`src/rtl/mem_access_unit.sv`:
```
// rtl/mem_access_unit.sv - byte-serial load/store sequencer for the shared byte-wide memory bus
//
// Accepts one byte/half/word load or store and issues it as consecutive
// little-endian byte accesses using a request/grant handshake. Load bytes are
// assembled into rdata_o, with optional sign extension, and done_o pulses once.
//
// Ports:
//   clk, rst_n       clock (rising edge), asynchronous active-low reset
//   rdy              global ready; low freezes every register
//   req_i            start a transaction (sampled only while idle)
//   we_i             1 = store, 0 = load
//   size_i           00 byte, 01 half, 10/11 word
//   sign_ext_i       sign-extend byte/half loads
//   addr_i           base byte address
//   wdata_i          store data, byte k goes to addr_i+k
//   grant_i          arbiter grants the bus this cycle
//   mem_din_i        read byte, valid one cycle after its granted address
//   mem_req_o        bus request
//   mem_we_o         write enable for the current byte
//   mem_addr_o       current byte address
//   mem_dout_o       current write byte
//   busy_o           transaction in progress
//   done_o           one-cycle completion pulse
//   rdata_o          load result, held until the next accepted request
module mem_access_unit #(
    parameter int ADDR_W = 32,
    parameter int DATA_W = 32
) (
    input  logic              clk,
    input  logic              rst_n,
    input  logic              rdy,
    input  logic              req_i,
    input  logic              we_i,
    input  logic [1:0]        size_i,
    input  logic              sign_ext_i,
    input  logic [ADDR_W-1:0] addr_i,
    input  logic [DATA_W-1:0] wdata_i,
    input  logic              grant_i,
    input  logic [7:0]        mem_din_i,
    output logic              mem_req_o,
    output logic              mem_we_o,
    output logic [ADDR_W-1:0] mem_addr_o,
    output logic [7:0]        mem_dout_o,
    output logic              busy_o,
    output logic              done_o,
    output logic [DATA_W-1:0] rdata_o
);

    typedef enum logic [1:0] {
        S_IDLE,
        S_ACCESS,
        S_TAIL,
        S_DONE
    } state_t;

    state_t              state;
    state_t              state_nxt;

    logic                we_q;
    logic                sx_q;
    logic [1:0]          size_q;
    logic [ADDR_W-1:0]   addr_q;
    logic [DATA_W-1:0]   wdata_q;
    logic [2:0]          issue_cnt;
    logic [2:0]          recv_cnt;
    logic                cap_pend;
    logic [DATA_W-1:0]   rdata_q;

    logic [2:0]          n_bytes;
    logic                issue;
    logic [DATA_W-1:0]   rdata_cap;
    logic [DATA_W-1:0]   rdata_ext;

    always_comb begin
        case (size_q)
            2'b00:   n_bytes = 3'd1;
            2'b01:   n_bytes = 3'd2;
            default: n_bytes = 3'd4;
        endcase
    end

    always_comb begin
        state_nxt  = state;
        mem_req_o  = 1'b0;
        mem_we_o   = 1'b0;
        mem_addr_o = '0;
        mem_dout_o = 8'h00;
        issue      = 1'b0;
        case (state)
            S_IDLE: begin
                if (req_i) begin
                    state_nxt = S_ACCESS;
                end
            end
            S_ACCESS: begin
                mem_req_o  = 1'b1;
                mem_we_o   = we_q;
                // Address wraps naturally modulo 2^ADDR_W.
                mem_addr_o = addr_q + ADDR_W'(issue_cnt);
                if (we_q) begin
                    mem_dout_o = wdata_q[{issue_cnt[1:0], 3'b000} +: 8];
                end
                issue = grant_i;
                if (grant_i && (issue_cnt + 3'd1 == n_bytes)) begin
                    // Loads need one more cycle to capture the final returned byte.
                    state_nxt = we_q ? S_DONE : S_TAIL;
                end
            end
            S_TAIL: begin
                state_nxt = S_DONE;
            end
            S_DONE: begin
                state_nxt = S_IDLE;
            end
            default: begin
                state_nxt = S_IDLE;
            end
        endcase
    end

    // Merge the pending read byte into its lane, then build the extended
    // version used when the last byte lands on the way into DONE.
    always_comb begin
        rdata_cap = rdata_q;
        if (cap_pend) begin
            rdata_cap[{recv_cnt[1:0], 3'b000} +: 8] = mem_din_i;
        end
        rdata_ext = rdata_cap;
        case (size_q)
            2'b00:   rdata_ext[31:8]  = sx_q ? {24{rdata_cap[7]}} : 24'h0;
            2'b01:   rdata_ext[31:16] = sx_q ? {16{rdata_cap[15]}} : 16'h0;
            default: rdata_ext = rdata_cap;
        endcase
    end

    always_ff @(posedge clk or negedge rst_n) begin
        if (!rst_n) begin
            state     <= S_IDLE;
            we_q      <= 1'b0;
            sx_q      <= 1'b0;
            size_q    <= 2'b00;
            addr_q    <= '0;
            wdata_q   <= '0;
            issue_cnt <= 3'd0;
            recv_cnt  <= 3'd0;
            cap_pend  <= 1'b0;
            rdata_q   <= '0;
        end else if (rdy) begin
            state    <= state_nxt;
            // A granted load byte returns on mem_din_i in the following cycle.
            cap_pend <= issue & ~we_q;
            if (state == S_IDLE && req_i) begin
                we_q      <= we_i;
                sx_q      <= sign_ext_i;
                size_q    <= size_i;
                addr_q    <= addr_i;
                wdata_q   <= wdata_i;
                issue_cnt <= 3'd0;
                recv_cnt  <= 3'd0;
                rdata_q   <= '0;
            end else begin
                if (issue) begin
                    issue_cnt <= issue_cnt + 3'd1;
                end
                if (cap_pend) begin
                    recv_cnt <= recv_cnt + 3'd1;
                    rdata_q  <= (state == S_TAIL) ? rdata_ext : rdata_cap;
                end
            end
        end
    end

    assign busy_o  = (state != S_IDLE);
    assign done_o  = (state == S_DONE);
    assign rdata_o = rdata_q;

endmodule

```
`config.mk`:
```
export PLATFORM = sky130hd
export DESIGN_NAME = mem_access_unit
export DESIGN_NICKNAME = d
export VERILOG_FILES = /design/src/rtl/mem_access_unit.sv
export SDC_FILE = /design/constraint.sdc
export NUM_CORES = 1
export LEC_CHECK = 0
export BUFFER_PORTS_ARGS = -buffer_cell sky130_fd_sc_hd__buf_2
export CAP_MARGIN = 20
export CORE_MARGIN = 3
export CORE_UTILIZATION = 48
export DETAILED_ROUTE_END_ITERATION = 8
export PLACE_DENSITY = 0.77
export SLEW_MARGIN = 5
export SYNTH_ARGS = -nofsm -noshare
export SYNTH_HDL_FRONTEND = slang
export SYNTH_SLANG_ARGS = --single-unit
```
`constraint.sdc`:
```
create_clock -name clk -period 2.2 [get_ports clk]
set_input_delay 0.22 -clock clk [delete_from_list [all_inputs] [get_ports clk]]
set_output_delay 0.22 -clock clk [all_outputs]
set_load 0.05 [all_outputs]
```
==> reports/results.ini <==
[worst_setup_path]
r2r_start = issue_cnt[0]$_DFFE_PN0P_
worst_ep_required_time_ps = 1980
r2r_setup_slack_ps = 40
critical_path.cell_chain = ha_2, fa_2, a21o_1, nor2b_4, nand4_1, nor3_2, mux2i_4, buf_6
start_kind = flop
crit_cells = 8
cp-end-kind = output port
slowest_delay_ps = 360
r2r_cells = 7
cp_num_buf_inv = 1
cp.arrival_ps = 2340
path_max_fanout = 3
path_class = flop to output port
cpMaxStageDelayCell = dfrtp_1
reg2reg_to = state[1]$_DFFE_PN0P_
crit_family = simple AND/OR/NAND/NOR gates

[timing]
setup_viol = 29
rsz0062_at_grt = yes
setup_ws_ps = -360
hold_slack_ps = 102
min_period_over_period_pct = 116
tns_ps = -6820
clock_skew_ps = 5.49
fin_crit_ps = 2560
worstMarginPinSlew_ps = 525
hold_viol = 0
slew_headroom_pct = 64.8
drv_slew = 0
fmax_mhz = 391

[power_and_ir_drop]
p_per_area_nw_per_um2 = 1490
peakVddDrop_v = 0.000598
leakage_nw = 3.60

[flow_run]
cap_violations = 0

[global_routing]
antenna_found_initial = 0
grt_pass1_wl_mm = 23.8
grt_start_max_net_pins = 50
grt_overflow = 0
grt.total_usage_pct = 22.9
grt_pass1_vias = 4747

[yosys]
synth_top_family_by_area = multiplexers
muxShareOfSynthArea_pct = 18.0
ys_ff_latch = 108
synth_simple_gate_area_share_pct = 15.1
synth_xor_area_share_pct = 2.77
synth.distinct_cells = 49
syn_nets = 596
synth-edff-count = 0
synth_compound_area_share_pct = 11.1
syn-cell-area_um2 = 5680
postSynthCellCount = 501
synthDominantCellAreaShare_pct = 47.6
synth_ff_type = dfrtp_1
avgSynthCellArea_um2 = 11.3
async_flop_share_pct = 100
synth_fa_ha_area_share_pct = 3.21
synthTopCellsByArea = dfrtp_1, mux2_2, and2_1
synth_area_leader_cell = dfrtp_1
ys_seq_area_share_pct = 47.6
yosys_warnings = 0

[layout]
antenna_cells = 0
final_area_um2 = 7770
final_cell_count_no_fill = 840
fin_nets = 788
layout-area-overhead-vs-synth_pct = 36.7
drive_gt1_share_pct = 50.5
register_area_um2 = 2700
multi_input_area_um2 = 3160
final.fill_count = 873

[route]
wl_met2_mm = 7.43
wl_per_cell_um = 17.4
ant_nets = 0
met3_length_um = 783
top_layer = met4
drc = 0
vias = 4706
met1Wirelength_mm = 6.11
viasPerCell = 5.60
firstDrtPassIters = 5
wl_mm = 14.6
first_iter_violations = 316

[min_path]
hold_end = addr_q[5]$_DFFE_PN0P_
hold_depth = 2
hp-class = input port to flop
hp-start = addr_i[5]

[placed_design]
dpl.hpwl_mm = 10.9
port_buffers = 156
placed_cell_area_um2 = 7090
place_ws_ps = -185
gp_congestion = 0.833
dpl.cell_count = 819

[die]
boundaryPins = 157
rows = 39
start_util_pct = 49.3
dieArea_um2 = 13200
core_area_um2 = 11500
die-width_um = 115
die_h_um = 115

[clocking]
tritoncts = yes
root_buffer = clkbuf_16
clock_sinks = 108
cts_buffer_depth = 2
cts_made_buffers = 9
ctsHtreeMaxLevel = 3
clk_latency_ps = 340
clkTransAtPathRegs_ps = 70

[outcome]
violations = setup timing
outcome = finished, violations left

==> metrics by stage <==
| step | power, mW | util [%] |
|---|---|---|
| 4_1_cts | 11.5 | 66.9 |
| 2_1_floorplan | 7.84 | - |
| 6_report | 11.6 | 67.5 |
| 5_1_grt | 12.3 | 67.5 |
| 3_3_place_gp | 9.25 | 61.6 |
| 3_5_place_dp | 9.53 | 61.6 |
==> cell usage after synthesis, types with 5 or more instances <==
cell	instances
and3_1	6
nor3_1	6
nand3_1	12
nand2_1	46
o2bb2ai_1	7
nand4_1	10
a22o_1	10
o31ai_1	6
a21oi_1	11
ha_1	13
nor2b_1	7
buf_1	6
inv_1	9
nand2b_1	12
mux2_2	72
xnor2_1	11
and2_1	29
o21ai_0	29
xor2_1	7
o211ai_1	5
clkbuf_1	14
mux4_2	8
dfrtp_1	108
a221oi_1	16
nor2_1	10
==> cells in the final DEF, fill, tap and decap left out, drive strengths merged, types with 2 or more instances in the layout <==
master | netlist | routed
or3 | 2 | 2
a22o | 10 | 10
inv | 9 | 9
nand2b | 12 | 12
mux2 | 72 | 72
o31ai | 6 | 6
nand2 | 46 | 46
a221oi | 16 | 16
a21oi | 11 | 11
a21boi | 2 | 2
clkinv | 1 | 3
ha | 13 | 13
nor4 | 4 | 4
o211ai | 5 | 5
and3 | 7 | 7
nand4 | 12 | 12
o21ai | 30 | 30
mux2i | 3 | 3
mux4 | 8 | 8
xnor2 | 11 | 11
nor3 | 6 | 6
nor2b | 7 | 7
and2 | 29 | 29
dfrtp | 108 | 108
xor2 | 7 | 7
and4 | 2 | 2
nand3 | 12 | 12
buf | 8 | 202
nor2 | 10 | 10
o2bb2ai | 7 | 7
clkbuf | 15 | 14
==> power breakdown <==
group,internal (mW),total (mW),switching (mW)
sequential,2.85,3.52,0.674
clock,0.821,1.50,0.677
combinational,2.78,6.53,3.76
==> cell families after synthesis <==
| group | after synthesis |
|---|---|
| XOR/XNOR | 18 |
| multiplexers | 83 |
| AO/OA/AOI/OAI | 92 |
| buffers and inverters | 33 |
| AND/OR/NAND/NOR | 153 |
| flip-flops | 108 |
| adder cells (fa/ha/maj) | 14 |
==> sequential cells by signal, summed over array words and instances (netlist names) <==
name	count
cap_pend	1
sx_q	1
addr_q	32
rdata_o	32
state	2
wdata_q	32
issue_cnt	3
recv_cnt	2
size_q	2
we_q	1
==> routing by layer <==
layer / vias up / GRT usage (%)
met5: - / 0
met4: 0 / 8.84
met3: 21 / 3.95
met2: 152 / 38.4
met1: 2328 / 29.9
li1: 2205 / -
==> layout make-up <==
type                            count  share of cell area, %
Clock buffer                       13                   3.35
Clock inverter                      2                  0.129
Inverter                           10                  0.483
Multi-Input combinational cell    360                   40.6
Sequential cell                   108                   34.8
Tap cell                          143                   2.30
Timing Repair Buffer              204                   18.3
==> repair_timing <==
item                                    4_1_cts  5_1_grt
resized for setup                            87       15
buffers inserted                              3        2
endpoints found under the hold margin        13        0
hold buffers                                  1        0
gates cloned                                  0        1
endpoints found under the setup margin       36       49
pin swaps                                    20        6
==> worst max path at each step <==
stage	endpoint	slack, ps	from
2_1_floorplan	mem_addr_o[28]	-350	issue_cnt[0]$_DFFE_PN0P_
3_3_place_gp	mem_addr_o[24]	-150	addr_q[0]$_DFFE_PN0P_
3_5_place_dp	mem_addr_o[26]	-180	addr_q[0]$_DFFE_PN0P_
6_report	mem_addr_o[28]	-360	issue_cnt[0]$_DFFE_PN0P_
4_1_cts	mem_addr_o[28]	-360	issue_cnt[0]$_DFFE_PN0P_
5_1_grt	mem_addr_o[28]	-530	addr_q[0]$_DFFE_PN0P_
Note: power is estimated with default switching activity, not from simulation.
